**src/rtl/voice_allocator.sv**
```systemverilog
// Voice allocator: note events to 8 voices with linear ASR envelopes.
// Frequencies Q12.20 Hz, volumes Q.20, both registered.
module voice_allocator #(
  parameter int TICK_DIV     = 1024,
  parameter int ATTACK_STEP  = 1 << 14,
  parameter int RELEASE_STEP = 1 << 12
) (
  input  logic             i_clk,
  input  logic             i_reset,
  input  logic             i_note_valid,
  output logic             o_note_ready,
  input  logic             i_note_on,
  input  logic [6:0]       i_note_num,
  input  logic [6:0]       i_velocity,
  output logic [7:0][31:0] o_frequencies,
  output logic [7:0][31:0] o_voice_volumes
);

  localparam int          TW     = $clog2(TICK_DIV);
  localparam logic [31:0] F55    = 32'd57671680;
  localparam logic [31:0] A_STEP = 32'(ATTACK_STEP);
  localparam logic [31:0] R_STEP = 32'(RELEASE_STEP);

  typedef enum logic [1:0] {S_IDLE, S_SCAN, S_APPLY} fsm_t;
  typedef enum logic [1:0] {V_FREE, V_ATTACK, V_SUSTAIN, V_RELEASE} vst_t;

  fsm_t          r_fsm;
  logic          r_ready;
  logic          r_on;
  logic [6:0]    r_note;
  logic [6:0]    r_vel;
  logic [2:0]    r_idx;
  logic          r_free_ok;
  logic [2:0]    r_free_idx;
  logic          r_match_ok;
  logic [2:0]    r_match_idx;
  logic [2:0]    r_steal;
  logic [TW-1:0] r_tick;

  vst_t          r_vst    [8];
  logic [6:0]    r_vnote  [8];
  logic [31:0]   r_level  [8];
  logic [31:0]   r_target [8];
  logic [31:0]   r_freq   [8];

  logic          w_tick;
  logic [7:0]    w_sum;
  logic [3:0]    w_oct;
  logic [3:0]    w_k;
  logic [31:0]   w_base;
  logic [31:0]   w_freq;
  logic          w_note_ok;
  logic [7:0]    w_vp1;
  logic [31:0]   w_tgt;
  logic [2:0]    w_on_idx;
  logic [7:0]    w_hit;

  // One octave of equal temperament, A4 (note 69) upward.
  function automatic logic [31:0] rom(input logic [3:0] k);
    case (k)
      4'd0:    rom = 32'd461373440;
      4'd1:    rom = 32'd488808133;
      4'd2:    rom = 32'd517874176;
      4'd3:    rom = 32'd548668578;
      4'd4:    rom = 32'd581294109;
      4'd5:    rom = 32'd615859656;
      4'd6:    rom = 32'd652480576;
      4'd7:    rom = 32'd691279090;
      4'd8:    rom = 32'd732384684;
      4'd9:    rom = 32'd775934543;
      4'd10:   rom = 32'd822074013;
      default: rom = 32'd870957077;
    endcase
  endfunction

  assign o_note_ready = r_ready;
  assign w_tick       = (r_tick == TW'(TICK_DIV - 1));

  // Note 69 maps to octave 6 / index 0 after the +3 bias.
  assign w_sum     = {1'b0, r_note} + 8'd3;
  assign w_oct     = 4'(w_sum / 8'd12);
  assign w_k       = 4'(w_sum % 8'd12);
  assign w_base    = rom(w_k);
  assign w_freq    = (w_oct >= 4'd6) ? (w_base << (w_oct - 4'd6))
                                     : (w_base >> (4'd6 - w_oct));
  assign w_note_ok = (r_note <= 7'd95);
  assign w_vp1     = {1'b0, r_vel} + 8'd1;
  assign w_tgt     = {11'd0, w_vp1, 13'd0};

  // Pick the voice each APPLY touches.
  always_comb begin
    w_on_idx = r_steal;
    if (r_match_ok)
      w_on_idx = r_match_idx;
    else if (r_free_ok)
      w_on_idx = r_free_idx;
    for (int i = 0; i < 8; i++) begin
      w_hit[i] = 1'b0;
      if (r_fsm == S_APPLY && w_note_ok) begin
        if (r_on)
          w_hit[i] = (3'(i) == w_on_idx);
        else
          w_hit[i] = (r_vnote[i] == r_note) &&
                     (r_vst[i] == V_ATTACK || r_vst[i] == V_SUSTAIN);
      end
    end
  end

  // Envelope tick divider.
  always_ff @(posedge i_clk or posedge i_reset) begin
    if (i_reset)
      r_tick <= '0;
    else
      r_tick <= w_tick ? '0 : r_tick + 1'b1;
  end

  // Event handshake, voice scan and steal pointer.
  always_ff @(posedge i_clk or posedge i_reset) begin
    if (i_reset) begin
      r_fsm       <= S_IDLE;
      r_ready     <= 1'b0;
      r_on        <= 1'b0;
      r_note      <= '0;
      r_vel       <= '0;
      r_idx       <= '0;
      r_free_ok   <= 1'b0;
      r_free_idx  <= '0;
      r_match_ok  <= 1'b0;
      r_match_idx <= '0;
      r_steal     <= '0;
    end else begin
      unique case (r_fsm)
        S_IDLE: begin
          r_ready <= 1'b1;
          if (i_note_valid && r_ready) begin
            r_ready    <= 1'b0;
            r_on       <= i_note_on;
            r_note     <= i_note_num;
            r_vel      <= i_velocity;
            r_idx      <= '0;
            r_free_ok  <= 1'b0;
            r_match_ok <= 1'b0;
            r_fsm      <= S_SCAN;
          end
        end
        S_SCAN: begin
          if (!r_free_ok && r_vst[r_idx] == V_FREE) begin
            r_free_ok  <= 1'b1;
            r_free_idx <= r_idx;
          end
          if (!r_match_ok && r_vst[r_idx] != V_FREE &&
              r_vnote[r_idx] == r_note) begin
            r_match_ok  <= 1'b1;
            r_match_idx <= r_idx;
          end
          r_idx <= r_idx + 3'd1;
          if (r_idx == 3'd7)
            r_fsm <= S_APPLY;
        end
        S_APPLY: begin
          r_ready <= 1'b1;
          r_fsm   <= S_IDLE;
          if (r_on && w_note_ok && !r_match_ok && !r_free_ok)
            r_steal <= r_steal + 3'd1;
        end
        default: r_fsm <= S_IDLE;
      endcase
    end
  end

  // Per-voice state: event application overrides the envelope tick.
  always_ff @(posedge i_clk or posedge i_reset) begin
    if (i_reset) begin
      for (int i = 0; i < 8; i++) begin
        r_vst[i]    <= V_FREE;
        r_vnote[i]  <= '0;
        r_level[i]  <= '0;
        r_target[i] <= '0;
        r_freq[i]   <= F55;
      end
    end else begin
      for (int i = 0; i < 8; i++) begin
        if (w_hit[i]) begin
          if (r_on) begin
            r_vst[i]    <= V_ATTACK;
            r_target[i] <= w_tgt;
            if (!r_match_ok) begin
              r_level[i] <= '0;
              r_freq[i]  <= w_freq;
              r_vnote[i] <= r_note;
            end
          end else begin
            r_vst[i] <= V_RELEASE;
          end
        end else if (w_tick) begin
          unique case (r_vst[i])
            V_ATTACK: begin
              if (r_level[i] + A_STEP >= r_target[i]) begin
                r_level[i] <= r_target[i];
                r_vst[i]   <= V_SUSTAIN;
              end else begin
                r_level[i] <= r_level[i] + A_STEP;
              end
            end
            V_RELEASE: begin
              if (r_level[i] <= R_STEP) begin
                r_level[i] <= '0;
                r_vst[i]   <= V_FREE;
              end else begin
                r_level[i] <= r_level[i] - R_STEP;
              end
            end
            V_FREE:    r_level[i] <= '0;
            default:   r_level[i] <= r_level[i];
          endcase
        end
      end
    end
  end

  // Output registers.
  always_ff @(posedge i_clk or posedge i_reset) begin
    if (i_reset) begin
      for (int i = 0; i < 8; i++) begin
        o_frequencies[i]   <= F55;
        o_voice_volumes[i] <= '0;
      end
    end else begin
      for (int i = 0; i < 8; i++) begin
        o_frequencies[i]   <= r_freq[i];
        o_voice_volumes[i] <= r_level[i];
      end
    end
  end

endmodule

```
**config.mk**
```make
export PLATFORM = sky130hd
export DESIGN_NAME = voice_allocator
export DESIGN_NICKNAME = d
export VERILOG_FILES = /design/src/rtl/voice_allocator.sv
export SDC_FILE = /design/constraint.sdc
export NUM_CORES = 2
export LEC_CHECK = 0
export CORE_ASPECT_RATIO = 0.8
export CORE_UTILIZATION = 35
export CTS_CLUSTER_DIAMETER = 80
export DETAILED_ROUTE_END_ITERATION = 8
export MAX_ROUTING_LAYER = met4
export PLACE_DENSITY = 0.53
export SYNTH_ARGS = -nofsm -noshare
export SYNTH_HDL_FRONTEND = slang
export SYNTH_SLANG_ARGS = --single-unit
```
**constraint.sdc**
```tcl
create_clock -name i_clk -period 80.5 [get_ports i_clk]
set_clock_uncertainty 0.05 [all_clocks]
set_input_delay 16.1 -clock i_clk [delete_from_list [all_inputs] [get_ports i_clk]]
set_output_delay 16.1 -clock i_clk [all_outputs]
set_load 0.02 [all_outputs]
```
==> results.cfg <==
[outcome]
status = completed

[hold_path]
hold_class = reg2reg
holdPathStages = 0
min_to = o_frequencies[216]
min_from = r_freq[56]

[setup_path]
reg2reg_depth = 20
worstSetupEndpointType = asynchronous set/reset pin
cpMaxStageDelayCell = buf_4
crit_family = buffers and inverters
r2r-start = r_note[1]
path_max_fanout = 193
critPathLaunchType = primary input
critPathMaxStageDelay_ps = 840
setup.worst_path.class = in2async
critPathBufInv = 5
critical_path_arrival_ps = 19800
path_cells = clkdlybuf4s50_1, inv_8, buf_12, buf_4, buf_4
reg2reg_to = r_freq[105]
cp.required_ps = 81130
cp_common_cell = buf_4
r2r_slack_ps = 71970

[sta]
fmax_mhz = 52.2
hold_viol = 0
min_period_over_period = 0.238
setup_violations = 0
fin_setup_tns_ps = 0
rsz0062_at_grt = no
fin_crit_ps = 19170
tightest_slew_ps = 1290
max_slew_margin = 0.133
slew_violations = 0

[floorplan]
num_rows = 122
ios = 531
die_w_um = 422
die_y_um = 338
die_area_um2 = 143000
start_util = 0.355
coreArea_um2 = 139000

[synth]
syn_avg_cell_area_um2 = 9.97
ys_warn_count = 0
synth-edff-count = 0
synthCells = 4955
seq_area_frac_synth = 0.514
yosys.cell_types.count = 114
synth_flop_cell = dfrtp_1
ys_seq_elements = 1010
synth_area_um2 = 49400
async_flop_share = 1.00

[clock_network]
clk_pin_slew_worst_paths_ps = 60
root_buffer = clkbuf_16
cts_sinks = 1010
post_cts.repair.setup_buffers = 0
cts-buffers-inserted = 105
clk_latency_ps = 750
clock_path_buffers = 3
cts_max_level = 3
cts_hold_buf = 0
cts_resized = 0
cts_tree = built

[route]
avgViaCountPerCell = 5.54
wirelength_um = 168000
antenna_left = 0
dr.pass1.iters = 6
drcViolationCount = 0
post_drt_wl_per_cell_um = 23.2
num_vias = 40064
drt_iter0_drc = 3828

[flow_run]
max_cap_viol_count = 0

[placed_design]
place.gp.congestion = 1.01
portBuffers = 434
place_hpwl_um = 120000

[global_route]
grt_util_all_layers = 0.237
gr-usage-met2 = 0.352
grt_pass1_wl_um = 252000
antenna_found_initial = 7
grt-ovfl-total = 0
grt_use_met1 = 0.335
grt_max_degree = 194
top_usage_layer = met2
gr-usage-met3 = 0.0403
grt_pass1_vias = 38109

[final_layout]
area_growth_syn_to_layout_pct = 19.6
mostFrequentLayoutCells = 930 x dfrtp_1, 536 x nand2_1, 442 x o21ai_0
nets = 5434
drive_above_1_share = 0.121
final_common_cell = dfrtp_1
-- sequential cells by signal, indices dropped and copies added (netlist names), 2 cells and up --
register	count
o_frequencies	256
o_voice_volumes	160
r_free_idx	3
r_freq	256
r_fsm	2
r_idx	3
r_level	160
r_match_idx	3
r_note	7
r_steal	3
r_target	64
r_tick	10
r_vel	7
r_vnote	56
r_vst	16
-- cells by family (layout without fill, tap and decap cells) --
| logic type | count (synthesis) | in the layout | synth area share |
|---|---|---|---|
| AND/OR/NAND/NOR | 1543 | 1543 | 0.144 |
| AO/OA/AOI/OAI | 1329 | 1329 | 0.175 |
| flip-flops | 1010 | 1010 | 0.514 |
| buffers and inverters | 551 | 875 | 0.0512 |
| multiplexers | 222 | 222 | 0.0532 |
| XOR/XNOR | 168 | 168 | 0.0298 |
| adder cells (fa/ha/maj) | 131 | 131 | 0.0332 |
| other | 1 | 98 | 0.0000759 |
-- synth_stat cells (19+ instances only) --
master | count | area, um^2
dfstp_2 | 80 | 2100
a31oi_1 | 95 | 594
or3_1 | 42 | 263
and3_1 | 55 | 344
o211ai_1 | 43 | 323
nor3_1 | 114 | 571
buf_4 | 99 | 743
nand2_1 | 536 | 2010
o41ai_1 | 27 | 236
nor4_1 | 50 | 313
xnor2_1 | 95 | 832
clkbuf_1 | 245 | 920
inv_1 | 146 | 548
o31ai_1 | 44 | 330
o21ai_0 | 443 | 2220
nand4_1 | 37 | 231
dfrtp_1 | 930 | 23300
a22oi_1 | 19 | 143
xor2_1 | 73 | 639
mux2_2 | 173 | 1950
a21o_1 | 36 | 270
o22ai_1 | 38 | 238
nand3_1 | 138 | 691
buf_2 | 41 | 205
a211oi_1 | 35 | 263
o21a_1 | 21 | 158
nand2b_1 | 29 | 181
nor2_1 | 426 | 1600
mux2i_1 | 34 | 340
o21ai_1 | 23 | 115
a21oi_1 | 241 | 1210
ha_1 | 131 | 1640
o221ai_1 | 21 | 184
-- through the flow --
step	setup slack, ps	area [um^2]	instances	utilization	hold WS, ps
6_report	61330	59100	7236	0.425	263
5_1_grt	60740	59100	7235	0.425	267
4_1_cts	61180	59100	7234	0.425	251
3_5_place_dp	60450	55400	7038	0.398	306
3_3_place_gp	60430	55400	7038	0.398	305
2_1_floorplan	36060	49800	5050	-	300
-- final cells by class --
cell class | count | area (um^2)
well taps | 1860 | 2330
clock inverters | 54 | 746
clock buffers | 142 | 2960
fillers | 13439 | 80100
repair buffers | 530 | 5090
inverters | 149 | 567
flip-flops and latches | 1010 | 25400
diodes | 2 | 5.00
multi-input cells | 3489 | 22000
-- layer usage --
metal	part of all wire	vias up
li1	-	18237
met1	0.46	20153
met2	0.45	1434
met3	0.064	240
met4	0.025	0
met5	0	-
-- worst max path at each step --
stage	from	endpoint	slack (ps)	cells past startpoint
final	i_reset	o_frequencies[151]	61330	5
after global routing	i_reset	r_freq[119]	60740	5
after CTS	i_reset	r_freq[183]	61180	5
after detailed placement	i_reset	r_freq[183]	60450	5
after global placement	i_reset	o_frequencies[140]	60430	5
after floorplan	i_reset	o_frequencies[0]	36060	1
Power is not shown: default switching activity piles up to over one toggle a cycle in this logic, so the estimate is an artifact.
